### config.mk
export PLATFORM = sky130hd
export DESIGN_NAME = stream_bit_packer
export DESIGN_NICKNAME = d
export VERILOG_FILES = /design/src/rtl/stream_bit_packer.sv
export SDC_FILE = /design/constraint.sdc
export NUM_CORES = 1
export LEC_CHECK = 0
export ABC_AREA = 1
export BUFFER_PORTS_ARGS = -buffer_cell sky130_fd_sc_hd__buf_4
export CAP_MARGIN = 5
export CORE_MARGIN = 1.5
export CORE_UTILIZATION = 30
export CTS_BUF_LIST = sky130_fd_sc_hd__clkbuf_4 sky130_fd_sc_hd__clkbuf_8 sky130_fd_sc_hd__clkbuf_16
export DETAILED_ROUTE_END_ITERATION = 6
export PLACE_DENSITY = 0.57
export SLEW_MARGIN = 20
export SYNTH_ARGS = -nofsm -noshare
export SYNTH_HDL_FRONTEND = slang
export SYNTH_SLANG_ARGS = --single-unit
### constraint.sdc
create_clock -name clk -period 2.63 [get_ports clk]
set_input_delay 0 -clock clk [delete_from_list [all_inputs] [get_ports clk]]
set_output_delay 0 -clock clk [all_outputs]
set_load 0.005 [all_outputs]
### src/rtl/stream_bit_packer.sv
// stream_bit_packer: packs variable-width LSB-aligned beats into dense 16-bit words.
// Ports: clk, reset_n (sync, active-low), s_* upstream stream in, m_* packed stream out.
module stream_bit_packer #(
  parameter bit ZERO_LEN_EN = 1'b1
) (
  input  logic        clk,
  input  logic        reset_n,
  input  logic [15:0] s_tdata,
  input  logic [4:0]  s_tkeep,
  input  logic        s_tlast,
  input  logic        s_tvalid,
  output logic        s_tready,
  output logic [15:0] m_tdata,
  output logic [4:0]  m_tkeep,
  output logic        m_tlast,
  output logic        m_tvalid,
  input  logic        m_tready
);

  localparam logic [0:0] RUN   = 1'b0;
  localparam logic [0:0] FLUSH = 1'b1;

  logic [0:0]  state_q, state_d;
  logic [31:0] acc_q, acc_d;
  logic [3:0]  cnt_q, cnt_d;
  logic [15:0] m_tdata_q, m_tdata_d;
  logic [4:0]  m_tkeep_q, m_tkeep_d;
  logic        m_tlast_q, m_tlast_d;
  logic        m_tvalid_q, m_tvalid_d;

  logic        out_free;
  logic        accept;
  logic [4:0]  k;
  logic [15:0] mask;
  logic [15:0] masked;
  logic [31:0] app;
  logic [4:0]  n;

  logic        ld;
  logic [15:0] ld_data;
  logic [4:0]  ld_keep;
  logic        ld_last;

  assign out_free = !m_tvalid_q || m_tready;
  assign s_tready = reset_n && (state_q == RUN) && out_free;
  assign accept   = s_tvalid && s_tready;

  assign k      = (s_tkeep > 5'd16) ? 5'd16 : s_tkeep;
  assign mask   = k[4] ? 16'hFFFF : ((16'h1 << k) - 16'h1);
  assign masked = s_tdata & mask;
  assign app    = acc_q | ({16'h0, masked} << cnt_q);
  assign n      = {1'b0, cnt_q} + k;

  always_comb begin
    state_d    = state_q;
    acc_d      = acc_q;
    cnt_d      = cnt_q;
    m_tvalid_d = m_tvalid_q && !m_tready;
    m_tdata_d  = m_tdata_q;
    m_tkeep_d  = m_tkeep_q;
    m_tlast_d  = m_tlast_q;
    ld         = 1'b0;
    ld_data    = 16'h0;
    ld_keep    = 5'd0;
    ld_last    = 1'b0;

    unique case (1'b1)
      (state_q == FLUSH): begin
        // acc/cnt hold the spilled remainder of the packet
        if (out_free) begin
          ld      = 1'b1;
          ld_data = acc_q[15:0];
          ld_keep = {1'b0, cnt_q};
          ld_last = 1'b1;
          acc_d   = 32'h0;
          cnt_d   = 4'd0;
          state_d = RUN;
        end
      end
      accept: begin
        if (!s_tlast) begin
          if (n[4]) begin
            ld      = 1'b1;
            ld_data = app[15:0];
            ld_keep = 5'd16;
            acc_d   = {16'h0, app[31:16]};
            cnt_d   = n[3:0];
          end else begin
            acc_d = app;
            cnt_d = n[3:0];
          end
        end else if (n > 5'd16) begin
          ld      = 1'b1;
          ld_data = app[15:0];
          ld_keep = 5'd16;
          acc_d   = {16'h0, app[31:16]};
          cnt_d   = n[3:0];
          state_d = FLUSH;
        end else begin
          acc_d = 32'h0;
          cnt_d = 4'd0;
          if (n != 5'd0 || ZERO_LEN_EN) begin
            ld      = 1'b1;
            ld_data = app[15:0];
            ld_keep = n;
            ld_last = 1'b1;
          end
        end
      end
      default: ;
    endcase

    if (ld) begin
      m_tvalid_d = 1'b1;
      m_tdata_d  = ld_data;
      m_tkeep_d  = ld_keep;
      m_tlast_d  = ld_last;
    end
  end

  always_ff @(posedge clk) begin
    if (!reset_n) begin
      state_q    <= RUN;
      acc_q      <= 32'h0;
      cnt_q      <= 4'd0;
      m_tvalid_q <= 1'b0;
      m_tdata_q  <= 16'h0;
      m_tkeep_q  <= 5'd0;
      m_tlast_q  <= 1'b0;
    end else begin
      state_q    <= state_d;
      acc_q      <= acc_d;
      cnt_q      <= cnt_d;
      m_tvalid_q <= m_tvalid_d;
      m_tdata_q  <= m_tdata_d;
      m_tkeep_q  <= m_tkeep_d;
      m_tlast_q  <= m_tlast_d;
    end
  end

  assign m_tdata  = m_tdata_q;
  assign m_tkeep  = m_tkeep_q;
  assign m_tlast  = m_tlast_q;
  assign m_tvalid = m_tvalid_q;

endmodule

== After elaboration in Yosys (flattened, before gate mapping) ==
Index checks and enable logic that the tools add are counted.

* Add/sub/neg operators: 2
* $lt $le $gt $ge: 2
* Equality and inequality tests: 1
* Shift-type cells: 2
* Muxes and demuxes: 32
* Bitwise operators: 3
* Reduce and logical (&&, ||, !) cells: 9

{| class="wikitable"
|+ Operator list
! kind !! number
|-
| two-way mux 32 bit || 3
|-
| two-way mux 16 bit || 5
|-
| one-hot mux 32 bit (2 select lines) || 1
|-
| bitwise OR 32 bit || 1
|-
| one-hot mux 16 bit (2 select lines) || 1
|-
| left shift 16 x 4 -> 32 bit || 1
|-
| two-way mux 5 bit || 4
|-
| bitwise AND 16 bit || 1
|-
| two-way mux 4 bit || 4
|-
| left shift 1 x 5 -> 16 bit, first input constant || 1
|-
| subtractor 16 x 1 -> 16 bit, second input constant || 1
|-
| greater-than comparator 5 bit, second input constant || 2
|-
| one-hot mux 5 bit (2 select lines) || 1
|-
| two-way mux 1 bit || 9
|-
| one-hot mux 4 bit (2 select lines) || 1
|-
| one-hot mux 1 bit (2 select lines) || 3
|-
| adder 4 x 5 -> 5 bit || 1
|-
| logical AND 1 bit || 4
|-
| zero test 1 bit || 2
|-
| inequality test 2 x 1 -> 1 bit, second input constant || 1
|-
| AND reduction 2 bit || 1
|-
| nonzero test 2 bit || 1
|-
| logical OR 1 bit || 1
|-
| NOT 1 bit || 1
|}

* Register bits after elaboration: 60
* Bits of input ports: 26
* Output and inout bits: 24
* Word-level logic and storage cells: 58

== Longest topological paths before layout ==
* Word-level depth: 11
* Mapped depth: 29
* Depth with buffers taken out: 27

== Least setup slack after synthesis ==
No wires, ideal clock.

* Path type: register -> register
* Start point: reg cnt_q[1]
* End point: reg m_tdata_q[7] (netlist: m_tdata[7])
* Library setup time: 0.132 ns
* Data arrival time: 2.146 ns
* Data required time: 2.498 ns
* Setup slack: 0.351 ns
* Cell stages (with the launch flop): 22
* Buffers on the path: 1
* Period minus slack after synthesis: 2.279 ns
* Path through: dfxtp_1 -> clkinv_1 -> o21ai_0 -> nand2_1 -> inv_1 -> ha_1 -> inv_1 -> nand2_2 -> nand2_2 -> nand2_2 -> a21oi_2 -> inv_1 -> nand2_1 -> nand2_4 -> inv_4 -> nor2_8 -> inv_4 -> nand2_4 -> inv_2 -> buf_2 -> o211ai_1 -> a21oi_1

* Longest elaborated chain between the ends: 5
* Elaborated cells on any way between the ends: 9
* Those cells by class: 1 x add/sub; 1 x shift; 6 x mux; 1 x bitwise

{| class="wikitable"
|+ Ends and longest elaborated chain
! element !! RTL line !! source
|-
| from (decl) || 25 || <nowiki>logic [3:0] cnt_q, cnt_d;</nowiki>
|-
| from (signal assigned) || 133 || <nowiki>cnt_q <= cnt_d;</nowiki>
|-
| left shift 16 x 4 -> 32 bit || 51 || <nowiki>assign app = acc_q | ({16'h0, masked} << cnt_q);</nowiki>
|-
| bitwise OR 32 bit || 51 ||
|-
| two-way mux 16 bit || 82 || <nowiki>if (n[4]) begin</nowiki>
|-
| two-way mux 16 bit || 81 || <nowiki>if (!s_tlast) begin</nowiki>
|-
| one-hot mux 16 bit (2 select lines) || 67 || <nowiki>unique case (1'b1)</nowiki>
|-
| to (signal assigned) || 135 || <nowiki>m_tdata_q <= m_tdata_d;</nowiki>
|-
| to (decl) || 26 || <nowiki>logic [15:0] m_tdata_q, m_tdata_d;</nowiki>
|}

Several ways; a longest one is shown, not always the timed one.
A chain may end at the register's enable or synchronous reset.

== Worst setup path in the final report ==
* Start point: reg cnt_q[1]
* End point: reg m_tdata_q[6] (netlist: m_tdata[6])

The elaborated chain is that of the path after synthesis.

==> results.sh <==
export IMPL_status="completed"
export IMPL_hpwlAfterDp_um=9740
export IMPL_tightest_slew_ns=0.597
export IMPL_ys_types=40
export IMPL_cp_common_cell="nand2_2"
export IMPL_finalNetCount=762
export IMPL_grt_pass1_wl_um=20900
export IMPL_numCtsBuffers=9
export IMPL_endpoint_kind="flop"
export IMPL_fp_row_count=42
export IMPL_cap_violations=0
export IMPL_clock_sink_count=59
export IMPL_gp_congestion=0.905
export IMPL_rsz0062_at_grt="no"
export IMPL_dieArea_um2=14500
export IMPL_fin_worst_skew_ns=0.00788
export IMPL_clockRootBuffer="clkbuf_16"
export IMPL_die_w_um=120
export IMPL_clkLatencyLatePin_ns=0.33
export IMPL_async_flop_share=0
export IMPL_synth_top_family_by_area="simple AND/OR/NAND/NOR gates"
export IMPL_synth_most_common_cell="nand2_1"
export IMPL_utilization=0.380
export IMPL_io_pin_count=50
export IMPL_start_util=0.310
export IMPL_cts_tree="yes"
export IMPL_synthTopCellsByArea="dfxtp_1 29%, nand2_1 20%, nand3_1 11%, inv_1 5.3%, a21oi_1 5.0%"
export IMPL_fin_crit_sh=0.917
export IMPL_cts_htree_levels=3
export IMPL_grt_max_degree=41
export IMPL_die_h_um=120
export IMPL_cp_arrival_ns=2.61
export IMPL_drt_initial_drc_count=370
export IMPL_cp_slowest_cell="dfxtp_2"
export IMPL_avgSynthCellArea_um2=6.09
export IMPL_cp_max_fo=14
export IMPL_synth_top_area_cell="dfxtp_1"
export IMPL_n_antenna_cell=0
export IMPL_powerDensity_nw_per_um2=508
export IMPL_vias=4558
export IMPL_synth_area_um2=4140
export IMPL_route_detailed_wl_per_inst_um=14.0
export IMPL_dp_cells=897
export IMPL_yosysSeqAreaShare=0.286
export IMPL_routed_via_density=5.00
export IMPL_slowest_delay_ns=0.35
export IMPL_synth_fa_ha_area_frac=0.0121
export IMPL_drt_total_wl_um=12700
export IMPL_synth_edf_count=0
export IMPL_start_kind="flop"
export IMPL_final_max_slew_viol_count=0
export IMPL_min_period_ns=2.41
export IMPL_ys_flop_type="dfxtp_1"
export IMPL_layout_area_overhead_vs_synth_pct=22.6
export IMPL_ys_ff_latch=59
export IMPL_synthCells=679
export IMPL_p_leak_nw=2.39
export IMPL_synthSimpleGateAreaFrac=0.432
export IMPL_finalHoldViolations=0
export IMPL_grt_overflow_total=0
export IMPL_core_um2=13300
export IMPL_clockBufferDepth=2
export IMPL_cts_clk_slew_worst_paths_ns=0.05
export IMPL_grt_usage=0.180
export IMPL_slew_headroom=0.601
export IMPL_ant_nets=0
export IMPL_grt_pass1_vias=4243
export IMPL_hold_path_class="in2reg"
export IMPL_dr_pass1_iters=5
export IMPL_final_setup_viol_count=0
export IMPL_holdBufCountCts=0
export IMPL_drc=0
export IMPL_synth_xor_area_frac=0.00423
export IMPL_critPathKind="reg2reg"
export IMPL_antenna_found_initial=0
export IMPL_synth_fp_nets=709
export IMPL_p_total_w=0.00258
export IMPL_drive_above_1_share=0.163
export IMPL_post_cts_buffers=0
export IMPL_synthMuxAreaShare=0
export IMPL_crit_chain="clkinv_1 -> o21ai_0 -> nand2_1 -> inv_1 -> ha_1 -> inv_1 -> nand2_2 -> nand2_2 -> nand2_2 -> a21oi_2 -> nand2_1 -> nand2_4 -> inv_4 -> nor2_8 -> inv_4 -> nand2_4 -> inv_2 -> o211ai_1 -> a21oi_1"
export IMPL_setup_tns_ns=0
export IMPL_synth_compound_area_frac=0.158
export IMPL_netlist_area_leader_share=0.286
export IMPL_ir_drop_mv=0.313
export IMPL_timing_fmax_mhz=415
export IMPL_yosys_warnings=0
export IMPL_portBuffers=49
export IMPL_final_cell_count_no_fill=911
export IMPL_ys_top_cells_by_count="224 x nand2_1, 88 x nand3_1, 59 x dfxtp_1, 58 x inv_1, 45 x nor2_1"
export IMPL_cp_required_ns=2.82
export IMPL_cts_resized=0
-- flip-flops by register name, summed over array words and instances (netlist names) --
name / count
state_q: 1
cnt_q: 4
m_tvalid: 1
m_tkeep: 5
m_tdata: 16
acc_q: 31
m_tlast: 1
-- cell usage in the layout, fill, tap and decap left out, drive strengths merged, types with 14 or more instances in the layout --
| cell | n |
|---|---|
| buf | 75 |
| nand4 | 15 |
| dfxtp | 59 |
| nand3 | 88 |
| a21oi | 42 |
| nand2 | 235 |
| o211ai | 14 |
| nor2 | 48 |
| o21ai | 29 |
| inv | 65 |
-- cell type report --
| type | instances | area [um2] |
|---|---|---|
| multi-input cells | 516 | 2520 |
| repair buffers | 75 | 576 |
| well taps | 176 | 220 |
| inverters | 71 | 287 |
| clock buffers | 11 | 246 |
| fillers | 1498 | 8280 |
| flip-flops and latches | 59 | 1180 |
| clock inverters | 3 | 40.0 |
-- per-stage QoR --
stage | hold WS (ns) | instance area [um2] | worst slack, ns
after detailed placement | 0.343 | 4760 | 0.0382
after global routing | 0.0443 | 5070 | 0.00789
after CTS | 0.00652 | 5050 | 0.00455
final | 0.0182 | 5070 | 0.218
after floorplan | 0.160 | 4140 | 0.351
after global placement | 0.349 | 4760 | 0.0166
-- kinds of logic after synthesis --
logic type / after synthesis
AO/OA/AOI/OAI: 110
XOR/XNOR: 2
adder cells (fa/ha/maj): 4
buffers and inverters: 104
flip-flops: 59
AND/OR/NAND/NOR: 400
-- path summary, 6_finish.rpt --
kind	from	end	slack [ns]	depth (start not counted)
setup reg to reg	cnt_q[1]$_SDFFE_PN0P_	m_tdata[6]$_SDFFE_PN0P_	0.22	19
hold / removal	m_tready	state_q$_SDFF_PN0_	0.02	4
setup / recovery	cnt_q[1]$_SDFFE_PN0P_	m_tdata[6]$_SDFFE_PN0P_	0.22	19
hold reg to reg	acc_q[21]$_SDFFE_PN0P_	acc_q[21]$_SDFFE_PN0P_	0.46	2
-- metal layers --
metal,GRT usage,vias to the layer above,part of all wire
met1,0.240,2081,0.46
met2,0.302,118,0.47
met3,0.0283,23,0.044
li1,-,2336,-
met4,0.0463,0,0.020
met5,0,-,0
-- worst max-delay path, delay by kind of cell (launching register included) --
kind | cells | cell delay [ns]
buffers and inverters | 6 | 0.42
and+or+nand+nor | 8 | 0.68
DFF | 1 | 0.35
AOI/OAI and AO/OA | 4 | 0.65
adders and majority gates | 1 | 0.18
-- power by group --
| part | total, W | internal (W) | switching [W] |
|---|---|---|---|
| registers | 0.000930 | 0.000917 | 0.0000127 |
| clock network | 0.00114 | 0.000754 | 0.000386 |
| logic | 0.000508 | 0.000183 | 0.000325 |
| total | 0.00258 | 0.00185 | 0.000723 |
Note: power is estimated with default switching activity, not from simulation.
